<file path="config.mk">
export PLATFORM = sky130hd
export DESIGN_NAME = fifo_ptr_ctrl
export DESIGN_NICKNAME = d
export VERILOG_FILES = /design/src/rtl/fifo_pkg.sv /design/src/rtl/fifo_ptr_ctrl_gray_ctr.sv /design/src/rtl/fifo_ptr_ctrl.sv
export SDC_FILE = /design/constraint.sdc
export NUM_CORES = 1
export LEC_CHECK = 0
export ABC_AREA = 1
export BUFFER_PORTS_ARGS = -buffer_cell sky130_fd_sc_hd__buf_2
export CORE_AREA = 2 2 51 53
export DETAILED_ROUTE_END_ITERATION = 7
export DIE_AREA = 0 0 53 55
export GPL_TIMING_DRIVEN = 0
export PLACE_DENSITY = 0.71
export SETUP_SLACK_MARGIN = 0.5
export SYNTH_ARGS = -nofsm -noshare
export SYNTH_HDL_FRONTEND = slang
export SYNTH_SLANG_ARGS = --single-unit
</file>
<file path="constraint.sdc">
create_clock -name clk -period 1.6 [get_ports clk]
set_input_delay 0.32 -clock clk [delete_from_list [all_inputs] [get_ports clk]]
set_output_delay 0.32 -clock clk [all_outputs]
set_load 0.1 [all_outputs]
</file>
<file path="src/rtl/fifo_pkg.sv">
// Shared definitions for the asynchronous FIFO: side encodings, pointer width
// helper and Gray/binary conversions. Used by pointer, flag and sync blocks.
package fifo_pkg;

    // Side encodings for the STATE parameter
    localparam int unsigned EMPTY_SIDE = 0;
    localparam int unsigned FULL_SIDE  = 1;

    // Default RAM address width
    localparam int unsigned DEF_ADDR_WIDTH = 4;

    // Pointers carry one extra wrap bit over the RAM address
    function automatic int unsigned ptr_width(input int unsigned addr_width);
        return addr_width + 1;
    endfunction

    localparam int unsigned PTR_WIDTH = ptr_width(DEF_ADDR_WIDTH);

    // Binary to reflected Gray
    function automatic logic [31:0] bin2gray(input logic [31:0] b);
        return b ^ (b >> 1);
    endfunction

    // Gray to binary as a prefix XOR running down from the MSB
    function automatic logic [31:0] gray2bin(input logic [31:0] g);
        logic [31:0] b;
        b[31] = g[31];
        for (int i = 30; i >= 0; i--) begin
            b[i] = b[i+1] ^ g[i];
        end
        return b;
    endfunction

endpackage

</file>
<file path="src/rtl/fifo_ptr_ctrl_gray_ctr.sv">
// Binary + Gray pointer register pair with enable.
// Ports: clk, rst_n (sync, active-low), en (advance), bin, gray (both registered).
module gray_ctr
    import fifo_pkg::*;
#(
    parameter int unsigned WIDTH = 5
) (
    input  logic             clk,
    input  logic             rst_n,
    input  logic             en,
    output logic [WIDTH-1:0] bin,
    output logic [WIDTH-1:0] gray
);

    logic [WIDTH-1:0] bin_inc;

    assign bin_inc = bin + WIDTH'(1);

    // Both registers move together so gray always equals bin2gray(bin)
    always_ff @(posedge clk) begin
        if (!rst_n) begin
            bin  <= '0;
            gray <= '0;
        end else if (en) begin
            bin  <= bin_inc;
            gray <= WIDTH'(bin2gray(32'(bin_inc)));
        end
    end

endmodule

</file>
<file path="src/rtl/fifo_ptr_ctrl.sv">
// Per-domain FIFO pointer controller. STATE=1 is the write/full side,
// STATE=0 the read/empty side.
// Ports: clk, rst_n (sync, active-low), inc (access request), flag (full/empty),
//        ptr_rmt (synchronized remote Gray pointer), addr (RAM address),
//        ptr_bin/ptr_gray (local pointers), level (occupancy),
//        almost (almost-full/empty), err (sticky overflow/underflow).
module fifo_ptr_ctrl
    import fifo_pkg::*;
#(
    parameter int unsigned STATE      = 0,
    parameter int unsigned ADDR_WIDTH = 4,
    parameter int unsigned ALMOST_TH  = 2
) (
    input  logic                  clk,
    input  logic                  rst_n,
    input  logic                  inc,
    input  logic                  flag,
    input  logic [ADDR_WIDTH:0]   ptr_rmt,
    output logic [ADDR_WIDTH-1:0] addr,
    output logic [ADDR_WIDTH:0]   ptr_bin,
    output logic [ADDR_WIDTH:0]   ptr_gray,
    output logic [ADDR_WIDTH:0]   level,
    output logic                  almost,
    output logic                  err
);

    localparam int unsigned PW    = ptr_width(ADDR_WIDTH);
    localparam int unsigned DEPTH = 2 ** ADDR_WIDTH;

    if (STATE != EMPTY_SIDE && STATE != FULL_SIDE) begin : g_bad_state
        $error("fifo_ptr_ctrl: STATE must be 0 or 1");
    end

    logic          acc_c;
    logic [PW-1:0] rmt_bin_c;
    logic [PW-1:0] rmt_bin_q;
    logic [PW-1:0] level_next_c;
    logic          almost_next_c;

    assign acc_c     = inc & ~flag;
    assign rmt_bin_c = PW'(gray2bin(32'(ptr_rmt)));

    gray_ctr #(
        .WIDTH (PW)
    ) u_ctr (
        .clk   (clk),
        .rst_n (rst_n),
        .en    (acc_c),
        .bin   (ptr_bin),
        .gray  (ptr_gray)
    );

    // Address is the low bits of the registered binary pointer
    assign addr = ptr_bin[ADDR_WIDTH-1:0];

    // Occupancy from last edge's local pointer and registered remote pointer
    always_comb begin
        level_next_c  = '0;
        almost_next_c = 1'b0;
        if (STATE == FULL_SIDE) begin
            level_next_c  = ptr_bin - rmt_bin_q;
            almost_next_c = (level_next_c >= PW'(DEPTH - ALMOST_TH));
        end else begin
            level_next_c  = rmt_bin_q - ptr_bin;
            almost_next_c = (level_next_c <= PW'(ALMOST_TH));
        end
    end

    // Remote decode, level/almost and sticky misuse error
    always_ff @(posedge clk) begin
        if (!rst_n) begin
            rmt_bin_q <= '0;
            level     <= '0;
            almost    <= (STATE == EMPTY_SIDE);
            err       <= 1'b0;
        end else begin
            rmt_bin_q <= rmt_bin_c;
            level     <= level_next_c;
            almost    <= almost_next_c;
            err       <= err | (inc & flag);
        end
    end

endmodule

</file>
-- After elaboration in Yosys (flattened, before gate mapping)
Index checks and enable logic that the tools add are counted.
- equality and inequality tests: 0
- add/subtract/negate cells: 2
- multiply operators: 0
- multiplexer cells: 0
- div/mod/pow operators: 0
- bitwise logic cells: 9
- shift operators: 0
- order comparisons: 1
- reductions and logical operators: 0
- operator list (cell ; number):
    $add 5x1->5 const B ; 1
    $le 5x2->1 const B ; 1
    $sub 5x5->5 ; 1
    $xor 5x4->5 ; 1
    $xor 1x1->1 ; 4
    $and 1x1->1 ; 2
    $not 1->1 ; 1
    $or 1x1->1 ; 1
- output and inout bits: 21
- bits in read-only memories: 0
- memories kept: 0
- word-level logic and storage cells: 18
- bits in latches: 0
- input bits: 9
- RAM bits: 0
- register bits after elaboration: 22

-- Longest topological paths before layout
- depth in word-level cells: 4
- mapped depth: 9
- gate-level depth less buffers: 9

-- By module
Synthesis repeated with hierarchy kept, for this count alone.
- cell total of the unflattened synthesis: 151
- area, all modules: 1116.1 µm²
- modules (own cells, without submodules) (module ; sequential area each (µm²) ; times used ; cells each ; area an instance (µm²)):
    fifo_ptr_ctrl ; 240.2 ; 1 ; 81 ; 618.1
    gray_ctr ; 180.2 ; 1 ; 70 ; 498.0

-- Least setup slack after synthesis
Ideal clock, no wire load.
- kind: register to register
- start point: reg u_ctr.bin[0]
- end point: reg almost
- period minus slack after synthesis: 2165 ps
- setup time: 115 ps
- data required time: 1485 ps
- path slack: -565 ps
- buffers on the path: 0
- stages on the path, launching flop included: 9
- arrival time: 2050 ps
- path through: dfxtp_1 -> ha_1 -> fa_1 -> inv_1 -> nand2_1 -> o21ai_1 -> inv_1 -> nand2_1 -> nor2_1
- word-level cells in the longest chain between the ends: 2
- RTL lines (what ; RTL line ; text):
    from (decl) ; fifo_ptr_ctrl_gray_ctr.sv:11 ; output logic [WIDTH-1:0] bin,
    from (signal assigned) ; fifo_ptr_ctrl_gray_ctr.sv:25 ; bin <= bin_inc;
    $sub 5x5->5 ; fifo_ptr_ctrl.sv:64 ; level_next_c = rmt_bin_q - ptr_bin;
    $le 5x2->1 ; fifo_ptr_ctrl.sv:65 ; almost_next_c = (level_next_c <= PW'(ALMOST_TH));
    to (signal assigned) ; fifo_ptr_ctrl.sv:74 ; almost <= (STATE == EMPTY_SIDE);
    to (signal assigned) ; fifo_ptr_ctrl.sv:79 ; almost <= almost_next_c;
    to (decl) ; fifo_ptr_ctrl.sv:23 ; output logic almost,
No other way between the ends.
A chain may end at the register's enable or synchronous reset.

-- Worst setup path after layout
Same ends and word-level chain as after synthesis.

==> reports/summary.txt <==
Slowest Stage Delay on Critical Path: 0.39 ns
average cell area after synthesis: 7.57 sq um
Die Width: 53 um
crit-path max FO: 3
top area cells in the synthesized netlist: dfxtp_1, nand2_1, inv_1
PwrDens: 724 mW/mm^2
post-route setup slack: -0.00728 ns
multi-input gate area in the final layout: 623 sq um
drt first pass iters: 4
RSZ-0062 raised after global routing: yes
Post-synth EDFFs: 0
largest net degree at the start of global routing: 12
final setup fails: 1
Async SR Flop Fraction: 0
Comb pwr share: 0.392
Buf+Inv Stages, Crit Path: 0
Crit Path Class: reg -> reg
placeable core area: 0.00236 sq mm
cts bufs inserted: 3
P_sw: 560 uW
die height: 55 um
Ports: 30
post-synth top area cell: dfxtp_1
Clk pin slew, worst setup/hold paths: 0.13 ns
row cnt: 18
status: finished with violations
flip-flop and latch count after synthesis: 21
count of buffers from port buffering: 29
first-pass GRT wire length: 4720 um
critical path's top delay family: simple AND/OR/NAND/NOR gates
Fillers: 126
GR Util All Layers: 0.228
fmax: 622 MHz
cells after synthesis: 136
max_slew headroom: 0.833
GRT overflow: 0
htree depth: 1
worst hold path type: in -> reg
CP cell instances: ha_4 -> fa_2 -> nand3b_1 -> nand3_1 -> nand2_1 -> nor2_2 -> nor2_1
register area: 452 sq um
initial antenna violation count: 0
fraction of layout cells with a size suffix above 1: 0.532
most used flip-flop cell after synthesis: dfxtp_1
Final Skew: 0.00652 ns
P&R area growth vs syn: 90.3%
crit start category: flip-flop
Synth warnings: 0
max-slew violations: 0
final hold slack: 0.252 ns
final hold violation count: 0
Setup TNS: -0.00728 ns
worst skew pair latency: 0.31 ns
via count: 1170
non-filler instance count after layout: 216
DP Cell Count: 195
Syn Std Cell Area: 0.00103 sq mm
vias per std cell: 5.42
slowest cell on the critical path: dfxtp_4
CP endpoint kind: flip-flop
maxcap violations: 0
cell-internal power: 859 uW
worst slew pin tran: 0.250 ns
clock root cell: clkbuf_4
Max clock buf depth: 2
nets: 202
switching share of power: 0.395
failing checks: negative setup slack
wire length per cell: 17.8 um
Distinct cells, synth: 22
Period minus WS final: 1.61 ns
CP arrival: 1.82 ns
drt total wl: 3850 um
worst vdd ir: 0.516 mV
Synth top area share: 0.408
syn_nets: 151
TritonCTS clock tree: built
Inserted Diodes: 0
vias in the first global route: 1053
DRC violations left: 0
Seq pwr share: 0.415
CTS Hold Buffers Added: 0
CP required: 1.82 ns
gpl congestion: 0.881
first-iteration detailed-routing DRC count: 25
period utilization: 1.00
Post-DP HPWL: 1590 um
LEAKAGE: 0.000868 uW
Pwr Total: 1420 uW
Seq/Total Area, Yosys: 0.408
CTS Sinks: 21
Clock power frac: 0.193
DIE AREA: 0.00292 sq mm
antenna-violating nets left: 0
Initial Util: 0.435
==> stage by stage <==
stage               area [sq um]  setup slack [ns]   util
floorplan                   1160            0.0371      -
global placement            1340             0.124  0.567
detailed placement          1340             0.126  0.567
CTS                         1800             0.121  0.760
global route                1960           -0.0473  0.829
finish                      1960          -0.00728  0.829
==> layout make-up <==
cell class,count,share of cell area
inverter,21,0.0428
multi-input combinational,88,0.318
timing repair buffer,46,0.328
tap,30,0.0192
buffer,6,0.0485
clock buffer,4,0.0134
sequential,21,0.231
==> worst register-to-register path: stages, from the launching register on <==
cell	delay, ns
dfxtp_4	0.39
ha_4	0.16
fa_2	0.35
nand3b_1	0.22
nand3_1	0.14
nand2_1	0.08
nor2_2	0.11
nor2_1	0.06
==> flip-flops by register name, indices dropped and copies added (netlist names) <==
name,cells
u_ctr.gray,5
level,5
almost,1
rmt_bin_q,5
u_ctr.bin,4
err,1
==> power groups by stage <==
stage,Combinational (uW),Clock [uW],Sequential (uW)
CTS,507,258,587
finish,556,274,589
global placement,391,0,584
floorplan,139,0,777
detailed placement,396,0,586
global route,579,286,591
==> kinds of logic (layout without fill, tap and decap cells) <==
group / after synthesis / in the layout / share of synthesized area
and+or+nand+nor: 62 / 62 / 0.276
AOI/OAI and AO/OA: 17 / 17 / 0.0875
DFF: 21 / 21 / 0.408
buffers and inverters: 27 / 77 / 0.123
adders and majority gates: 6 / 6 / 0.0802
xor gates and xnor gates: 3 / 3 / 0.0255
==> final timing paths <==
check	from	endpoint	slack (ns)	cells past startpoint
max	u_ctr.bin[0]	almost	-0.007	7
min	ptr_rmt[4]	rmt_bin_q[4]	0.25	3
max reg2reg	u_ctr.bin[0]	almost	-0.007	7
min reg2reg	err	err	0.51	2
==> cells in the mapped netlist (2+ instances only) <==
library cell / n
inv_2: 2
inv_1: 18
ha_1: 5
xor2_1: 2
nand3_1: 11
nand2_1: 30
o21ai_1: 2
a21oi_1: 11
nor2_1: 13
buf_4: 6
dfxtp_1: 21
nand3b_1: 3
a31oi_1: 2
nand4_1: 2
==> layer usage <==
metal / track usage / vias to the layer above / routed length (um)
met5: 0 / - / 0
met4: 0.124 / 0 / 159
met3: 0.0323 / 22 / 254
met2: 0.413 / 71 / 1970
met1: 0.259 / 541 / 1460
li1: - / 536 / -
==> cell usage in the layout (no fill, tap or decap), drive strengths merged <==
| cell | count |
|---|---|
| xor2 | 2 |
| clkbuf | 4 |
| nor2 | 15 |
| nand3 | 11 |
| o21a | 1 |
| nand4 | 2 |
| a21oi | 11 |
| a31oi | 2 |
| ha | 5 |
| xnor2 | 1 |
| nand3b | 3 |
| fa | 1 |
| inv | 21 |
| nand2 | 31 |
| buf | 52 |
| o21ai | 3 |
| dfxtp | 21 |
==> timing repair <==
| item | CTS | global route |
|---|---|---|
| gates resized for setup | 87 | 27 |
| setup endpoints to repair | 32 | 34 |
| buffers inserted | 11 | 6 |
| hold endpoints to repair | 0 | 0 |
| pin swaps | 4 | 11 |
No activity file was read; power rests on OpenSTA's default activity.
